`config.mk`:
```
export PLATFORM = sky130hd
export DESIGN_NAME = mesi_snoop_responder_flat
export DESIGN_NICKNAME = d
export VERILOG_FILES = /design/src/rtl/mesi_snoop_responder_if.sv /design/src/rtl/mesi_snoop_responder.sv /design/src/flat_wrapper.sv
export SDC_FILE = /design/constraint.sdc
export NUM_CORES = 1
export LEC_CHECK = 0
export CAP_MARGIN = 25
export CORE_MARGIN = 1
export CORE_UTILIZATION = 60
export DETAILED_ROUTE_END_ITERATION = 6
export DONT_BUFFER_PORTS = 1
export PLACE_DENSITY_LB_ADDON = 0.3
export SLEW_MARGIN = 40
export SYNTH_ARGS = -nofsm -noshare
export SYNTH_HDL_FRONTEND = slang
export SYNTH_SLANG_ARGS = --single-unit
```
`constraint.sdc`:
```
create_clock -name clock -period 3.18 [get_ports clock]
set_input_delay 0.159 -clock clock [delete_from_list [all_inputs] [get_ports clock]]
set_output_delay 0.159 -clock clock [all_outputs]
set_load 0.01 [all_outputs]
```
`src/rtl/mesi_snoop_responder_if.sv`:
```
// Bus, cache-port and write-back signals of one MESI snoop responder.
// The responder uses the slave modport; the bus/cache/memory side uses master.
interface mesi_snoop_responder_if #(
    parameter int ADDR_W  = 3,
    parameter int DATA_W  = 3,
    parameter int INDEX_W = 2
);
    logic                      bus_valid;
    logic [1:0]                bus_op;
    logic [ADDR_W-1:0]         bus_addr;
    logic [1:0]                bus_src;
    logic                      bus_ready;

    logic [INDEX_W-1:0]        line_index;
    logic [ADDR_W-INDEX_W-1:0] line_tag;
    logic [1:0]                line_state;
    logic [DATA_W-1:0]         line_data;
    logic                      upd_en;
    logic [1:0]                upd_state;

    logic                      wb_valid;
    logic [ADDR_W-1:0]         wb_addr;
    logic [DATA_W-1:0]         wb_data;
    logic                      wb_ack;

    logic                      resp_valid;
    logic                      resp_shared;
    logic                      resp_abort;
    logic                      cpu_stall;

    modport slave (
        input  bus_valid, bus_op, bus_addr, bus_src,
        output bus_ready,
        output line_index,
        input  line_tag, line_state, line_data,
        output upd_en, upd_state,
        output wb_valid, wb_addr, wb_data,
        input  wb_ack,
        output resp_valid, resp_shared, resp_abort, cpu_stall
    );

    modport master (
        output bus_valid, bus_op, bus_addr, bus_src,
        input  bus_ready,
        input  line_index,
        output line_tag, line_state, line_data,
        input  upd_en, upd_state,
        input  wb_valid, wb_addr, wb_data,
        output wb_ack,
        input  resp_valid, resp_shared, resp_abort, cpu_stall
    );
endinterface

```
`src/rtl/mesi_snoop_responder.sv`:
```
// MESI snoop responder: looks up other processors' bus requests in the local
// 4-line cache, writes back Modified data, downgrades/invalidates, and answers.
module mesi_snoop_responder #(
    parameter int MY_ID   = 0,
    parameter int ADDR_W  = 3,
    parameter int DATA_W  = 3,
    parameter int INDEX_W = 2
) (
    input  logic                  clock,
    input  logic                  reset,
    mesi_snoop_responder_if.slave snp
);
    localparam logic [1:0] MY_SRC  = 2'(MY_ID);
    localparam logic [1:0] OP_READ = 2'd0;
    localparam logic [1:0] OP_RSVD = 2'd3;

    localparam logic [1:0] LS_I = 2'd0;
    localparam logic [1:0] LS_S = 2'd1;
    localparam logic [1:0] LS_M = 2'd2;
    localparam logic [1:0] LS_E = 2'd3;

    typedef enum logic [2:0] {
        IDLE,
        LOOKUP,
        WRITEBACK,
        UPDATE,
        RESPOND
    } state_e;

    state_e                state_q;
    logic [1:0]            op_q;
    logic [ADDR_W-1:0]     addr_q;
    logic [DATA_W-1:0]     data_q;
    logic [1:0]            new_state_q;
    logic                  shared_q;

    logic                  bus_ready_q;
    logic                  cpu_stall_q;
    logic                  upd_en_q;
    logic [1:0]            upd_state_q;
    logic                  wb_valid_q;
    logic                  resp_valid_q;
    logic                  resp_shared_q;
    logic                  resp_abort_q;

    logic                  accept;
    logic                  hit;
    logic                  is_read;
    state_e                next_d;
    logic                  shared_d;
    logic                  abort_d;
    logic [1:0]            new_state_d;

    assign accept = snp.bus_valid && (snp.bus_src != MY_SRC) && (snp.bus_op != OP_RSVD);

    // Snoop decision for the line presented during LOOKUP.
    // NOTE: every always_comb output gets a default first so no latch is inferred.
    always_comb begin
        hit         = (snp.line_state != LS_I) && (snp.line_tag == addr_q[ADDR_W-1:INDEX_W]);
        is_read     = (op_q == OP_READ);
        next_d      = RESPOND;
        shared_d    = 1'b0;
        abort_d     = 1'b0;
        new_state_d = LS_I;
        if (hit) begin
            case (snp.line_state)
                LS_S: begin
                    if (is_read) shared_d = 1'b1;
                    else         next_d   = UPDATE;
                end
                LS_E: begin
                    next_d = UPDATE;
                    if (is_read) begin
                        shared_d    = 1'b1;
                        new_state_d = LS_S;
                    end
                end
                LS_M: begin
                    next_d  = WRITEBACK;
                    abort_d = 1'b1;
                    if (is_read) begin
                        shared_d    = 1'b1;
                        new_state_d = LS_S;
                    end
                end
                default: ;
            endcase
        end
    end

    // NOTE: state and outputs are registered with non-blocking assignments; reset is synchronous.
    always_ff @(posedge clock) begin
        if (reset) begin
            state_q       <= IDLE;
            op_q          <= '0;
            addr_q        <= '0;
            data_q        <= '0;
            new_state_q   <= LS_I;
            shared_q      <= 1'b0;
            bus_ready_q   <= 1'b1;
            cpu_stall_q   <= 1'b0;
            upd_en_q      <= 1'b0;
            upd_state_q   <= LS_I;
            wb_valid_q    <= 1'b0;
            resp_valid_q  <= 1'b0;
            resp_shared_q <= 1'b0;
            resp_abort_q  <= 1'b0;
        end else begin
            upd_en_q      <= 1'b0;
            upd_state_q   <= LS_I;
            resp_valid_q  <= 1'b0;
            resp_shared_q <= 1'b0;
            case (state_q)
                IDLE: begin
                    if (accept) begin
                        op_q        <= snp.bus_op;
                        addr_q      <= snp.bus_addr;
                        bus_ready_q <= 1'b0;
                        cpu_stall_q <= 1'b1;
                        state_q     <= LOOKUP;
                    end
                end
                LOOKUP: begin
                    data_q       <= snp.line_data;
                    new_state_q  <= new_state_d;
                    shared_q     <= shared_d;
                    resp_abort_q <= abort_d;
                    state_q      <= next_d;
                    case (next_d)
                        WRITEBACK: wb_valid_q <= 1'b1;
                        UPDATE: begin
                            upd_en_q    <= 1'b1;
                            upd_state_q <= new_state_d;
                        end
                        default: begin
                            resp_valid_q  <= 1'b1;
                            resp_shared_q <= shared_d;
                        end
                    endcase
                end
                WRITEBACK: begin
                    // Address and data stay on the latches until memory takes them.
                    if (snp.wb_ack) begin
                        wb_valid_q  <= 1'b0;
                        upd_en_q    <= 1'b1;
                        upd_state_q <= new_state_q;
                        state_q     <= UPDATE;
                    end
                end
                UPDATE: begin
                    resp_valid_q  <= 1'b1;
                    resp_shared_q <= shared_q;
                    state_q       <= RESPOND;
                end
                RESPOND: begin
                    bus_ready_q  <= 1'b1;
                    cpu_stall_q  <= 1'b0;
                    resp_abort_q <= 1'b0;
                    state_q      <= IDLE;
                end
                default: state_q <= IDLE;
            endcase
        end
    end

    assign snp.bus_ready   = bus_ready_q;
    assign snp.cpu_stall   = cpu_stall_q;
    assign snp.line_index  = addr_q[INDEX_W-1:0];
    assign snp.upd_en      = upd_en_q;
    assign snp.upd_state   = upd_state_q;
    assign snp.wb_valid    = wb_valid_q;
    assign snp.wb_addr     = addr_q;
    assign snp.wb_data     = data_q;
    assign snp.resp_valid  = resp_valid_q;
    assign snp.resp_shared = resp_shared_q;
    assign snp.resp_abort  = resp_abort_q;
endmodule

```
`src/flat_wrapper.sv`:
```
// flat-port wrapper written by rule: the top's interface ports become plain ports
module mesi_snoop_responder_flat 
#(
    parameter int MY_ID   = 0,
    parameter int ADDR_W  = 3,
    parameter int DATA_W  = 3,
    parameter int INDEX_W = 2
)
  (clock, reset, snp_bus_valid, snp_bus_op, snp_bus_addr, snp_bus_src, snp_bus_ready, snp_line_index, snp_line_tag, snp_line_state, snp_line_data, snp_upd_en, snp_upd_state, snp_wb_valid, snp_wb_addr, snp_wb_data, snp_wb_ack, snp_resp_valid, snp_resp_shared, snp_resp_abort, snp_cpu_stall);
  mesi_snoop_responder_if #(.ADDR_W(ADDR_W), .DATA_W(DATA_W), .INDEX_W(INDEX_W)) snp_i ();
  input  logic clock;
  input  logic reset;
  input wire logic [$bits(snp_i.bus_valid)-1:0] snp_bus_valid;
  input wire logic [$bits(snp_i.bus_op)-1:0] snp_bus_op;
  input wire logic [$bits(snp_i.bus_addr)-1:0] snp_bus_addr;
  input wire logic [$bits(snp_i.bus_src)-1:0] snp_bus_src;
  output wire logic [$bits(snp_i.bus_ready)-1:0] snp_bus_ready;
  output wire logic [$bits(snp_i.line_index)-1:0] snp_line_index;
  input wire logic [$bits(snp_i.line_tag)-1:0] snp_line_tag;
  input wire logic [$bits(snp_i.line_state)-1:0] snp_line_state;
  input wire logic [$bits(snp_i.line_data)-1:0] snp_line_data;
  output wire logic [$bits(snp_i.upd_en)-1:0] snp_upd_en;
  output wire logic [$bits(snp_i.upd_state)-1:0] snp_upd_state;
  output wire logic [$bits(snp_i.wb_valid)-1:0] snp_wb_valid;
  output wire logic [$bits(snp_i.wb_addr)-1:0] snp_wb_addr;
  output wire logic [$bits(snp_i.wb_data)-1:0] snp_wb_data;
  input wire logic [$bits(snp_i.wb_ack)-1:0] snp_wb_ack;
  output wire logic [$bits(snp_i.resp_valid)-1:0] snp_resp_valid;
  output wire logic [$bits(snp_i.resp_shared)-1:0] snp_resp_shared;
  output wire logic [$bits(snp_i.resp_abort)-1:0] snp_resp_abort;
  output wire logic [$bits(snp_i.cpu_stall)-1:0] snp_cpu_stall;
  assign snp_i.bus_valid = snp_bus_valid;
  assign snp_i.bus_op = snp_bus_op;
  assign snp_i.bus_addr = snp_bus_addr;
  assign snp_i.bus_src = snp_bus_src;
  assign snp_bus_ready = snp_i.bus_ready;
  assign snp_line_index = snp_i.line_index;
  assign snp_i.line_tag = snp_line_tag;
  assign snp_i.line_state = snp_line_state;
  assign snp_i.line_data = snp_line_data;
  assign snp_upd_en = snp_i.upd_en;
  assign snp_upd_state = snp_i.upd_state;
  assign snp_wb_valid = snp_i.wb_valid;
  assign snp_wb_addr = snp_i.wb_addr;
  assign snp_wb_data = snp_i.wb_data;
  assign snp_i.wb_ack = snp_wb_ack;
  assign snp_resp_valid = snp_i.resp_valid;
  assign snp_resp_shared = snp_i.resp_shared;
  assign snp_resp_abort = snp_i.resp_abort;
  assign snp_cpu_stall = snp_i.cpu_stall;
  mesi_snoop_responder #(.MY_ID(MY_ID), .ADDR_W(ADDR_W), .DATA_W(DATA_W), .INDEX_W(INDEX_W)) u_core (.clock(clock), .reset(reset), .snp(snp_i));
endmodule
```
==> key figures <==
Outcome
  – Status: finished, violations left
  – Failing checks: hold timing

Finish
  – Layout cell share with drive strength beyond 1: under 10%
  – Final core utilization: between 70% and 80%
  – Cell area after layout: around 1100 µm²
  – Area grow syn2layout: 8.83%
  – N_diodes: 0
  – NumNets Final: around 130
  – Final std cells w/o fill: approximately 130

Clocking
  – Post_cts resized: 0
  – Root buffer cell: clkbuf_4
  – Clock Tree Buf Depth: 2
  – CTS tree: yes
  – CTS clk-pin slew, worst paths: 0.12 ns
  – H-tree depth: 1
  – CTS sink count: 21
  – Hold-fix buffers at CTS: 9
  – CTS buffer count: 3
  – Worst skew pair latency: 0.31 ns
  – Post-CTS Setup Inserts: 0

Floorplan
  – Starting density of the core: 66.2%
  – Die W: between 40 and 50 µm
  – Die footprint: approximately 1900 µm²
  – Area of the core: between 1500 and 2000 µm²
  – I/O pin cnt: 34
  – Std-Cell Rows: 14
  – Die Y: roughly 43 µm

Global route
  – Most used routing layer: met2
  – Pin count of the biggest net entering global routing: 17
  – Vias in the first global route: around 770
  – Grt total ovfl: 0
  – Grt met3 use: just over 5%
  – Global-route wire length before repair: between 3000 and 4000 µm
  – Met1 GRT Util: between 20% and 30%
  – Total track usage: approximately a quarter
  – Met2 Usage GRT: 37.6%
  – Antenna violations before repair: 0

Timing
  – Setup Skew: between 0.01 and 0.015 ns
  – Number of slew-limit violations in the final report: 0
  – Min Tclk post-route: between 1.5 and 2 ns
  – Worst slew pin tran: 0.737 ns
  – Hold Vio Cnt, Final: 1
  – Final setup vio count: 0
  – Max Clock Freq: roughly 0.54 GHz
  – Post-route clock period utilization: around 60%
  – Worst slew margin: 50.6%
  – Fin worst setup slack: between 1 and 1.5 ns
  – RSZ-0062 raised after global routing: no
  – Setup TNS: 0 ns
  – Worst hold margin: -0.00564 ns

Place
  – I/O Buffers: 0
  – Placed cells: roughly 110
  – Cell Area, Placed: 972 µm²
  – Final GP Congestion: 0.808
  – Pre-CTS WS: around 1.4 ns
  – HPWL after DPL: ~1300 µm

Synth
  – Flops & latches, synth: 21
  – Complex-gate fraction of the synthesized area: 22.6%
  – Adder-Cell Fraction of Synth Area: 0%
  – Post-Synthesis Cells: 105
  – Netlist cell types: 40
  – Synth Area in XOR/XNOR: 3.31%
  – Post-synth EDFFs: 0
  – Asr flop ratio synth: 0%
  – Seq/Total Area, Yosys: between 40% and 50%
  – Multiplexer area fraction after synthesis: roughly 2.9%
  – Post-Syn Nets: roughly 120
  – Largest family of logic cells by synthesized area: compound AO/OA/AOI/OAI gates
  – Post-Synth Simple-Gate Area: between 20% and 30%
  – Primary FF master, synth: dfxtp_1
  – Avg Cell Area, Syn: approximately 9.7 µm²
  – Synth warn: 0
  – Post-synth design cell area: 1020 µm²

Drt
  – Initial drt markers: 20
  – Via/cell ratio: 6.25
  – Detail Route Antenna Nets: 0
  – Routed vias: 788
  – DR WL/cell: between 15 and 20 µm
  – DRC viols: 0
  – Final WL: about 2000 µm
  – Drt pass-1 iters: 4

Worst hold path
  – Worst Hold Class: input pin to register

Power
  – Sw Ratio: 28.0%
  – Logic pwr share: about 15%
  – P_leak: a little over 0.4 nW
  – Sw power: approximately 0.14 mW
  – Total power: between 0.4 and 0.5 mW
  – Int Pwr: 0.358 mW
  – Sequential share of power: 59.1%
  – P per Cell Area: ~450 nW/µm²
  – Clock power frac: 26.2%
  – Peak supply drop: 338 µV

Setup path
  – Crit end category: register
  – CP Launch Type: register
  – Critical path class: register to register
  – Crit-path max FO: 14
  – CP required: 3.39 ns
  – Crit path DAT: a little over 2 ns

Job
  – Max cap viols: 0
## worst max-delay path, stage by stage, from the launching register on
cell and delay, ns:
dfxtp_1 0.50, a211o_1 0.37, o31ai_1 0.22, a21oi_1 0.09, dlygate4sd3_1 0.58
## area by class of cell
cell class | count | area [µm²]
clock inverters | 1 | 5.00
repair buffers | 11 | 110
fillers | 109 | 432
flip-flops and latches | 21 | 420
multi-input cells | 72 | 524
clock buffers | 3 | 22.5
well taps | 16 | 20.0
inverters | 2 | 7.51
## cell usage in the layout (no fill, tap or decap), types with 2 or more instances in the layout
cell type,netlist,final
a21oi_1,11,11
mux2i_1,3,3
o2111ai_1,2,2
nand2_1,4,4
o31ai_1,6,6
dfxtp_1,21,21
nor2_1,8,8
nand3b_1,2,2
dlygate4sd3_1,0,11
inv_1,2,2
clkbuf_4,0,3
nand4_1,6,6
o21ba_1,2,2
nand2b_1,4,4
## state kept, by name, indices dropped and copies added (netlist names)
register / cells
u_core.new_state_q: 1
u_core.op_q: 2
u_core.shared_q: 1
u_core.snp.bus_ready: 1
u_core.snp.cpu_stall: 1
u_core.snp.resp_abort: 1
u_core.snp.resp_shared: 1
u_core.snp.resp_valid: 1
u_core.snp.upd_en: 1
u_core.snp.upd_state: 1
u_core.snp.wb_addr: 3
u_core.snp.wb_data: 3
u_core.snp.wb_valid: 1
u_core.state_q: 3
## per-layer routing
metal  part of all wire, %  wire (µm)
met1                    46        908
met2                    48        944
met3                   4.2         82
met4                   1.6         31
met5                     0          0
## power by group through the flow
stage | Combinational [mW] | Sequential [mW] | Clock (mW)
2_1_floorplan | 0.0662 | 0.292 | 0
3_3_place_gp | 0.0570 | 0.299 | 0
3_5_place_dp | 0.0587 | 0.300 | 0
4_1_cts | 0.0710 | 0.294 | 0.130
5_1_grt | 0.0815 | 0.296 | 0.145
6_report | 0.0734 | 0.294 | 0.130
## path summary, 6_finish.rpt
| kind | start | to | slack (ns) | cells past startpoint |
|---|---|---|---|---|
| min | snp_bus_valid | u_core.snp.cpu_stall | -0.006 | 2 |
| min reg2reg | u_core.shared_q | u_core.snp.resp_shared | 0.47 | 2 |
| max reg2reg | u_core.state_q[1] | u_core.snp.wb_addr[0] | 1.33 | 4 |
| max | u_core.state_q[1] | u_core.snp.wb_addr[0] | 1.33 | 4 |
## cells in the mapped netlist, types with 2 or more instances
library cell	n	share of area (%)
buf_2	3	1.5
buf_4	3	2.2
clkbuf_1	2	0.74
o31ai_1	6	4.4
buf_6	2	2.2
a21oi_1	11	5.4
o21ba_1	2	2.0
nand3b_1	2	1.5
nand2_1	4	1.5
inv_1	2	0.74
nand2b_1	4	2.5
nor2_1	8	2.9
mux2i_1	3	2.9
nand4_1	6	3.7
o2111ai_1	2	1.7
dfxtp_1	21	41
## cell families (layout without fill, tap and decap cells)
kind of cell / count (synthesis) / after routing
other: 1 / 1
XOR/XNOR: 3 / 3
AO/OA/AOI/OAI: 30 / 30
buffers and inverters: 12 / 17
AND/OR/NAND/NOR: 35 / 35
flip-flops: 21 / 21
multiplexers: 3 / 3
No activity file was read; power rests on OpenSTA's default activity.
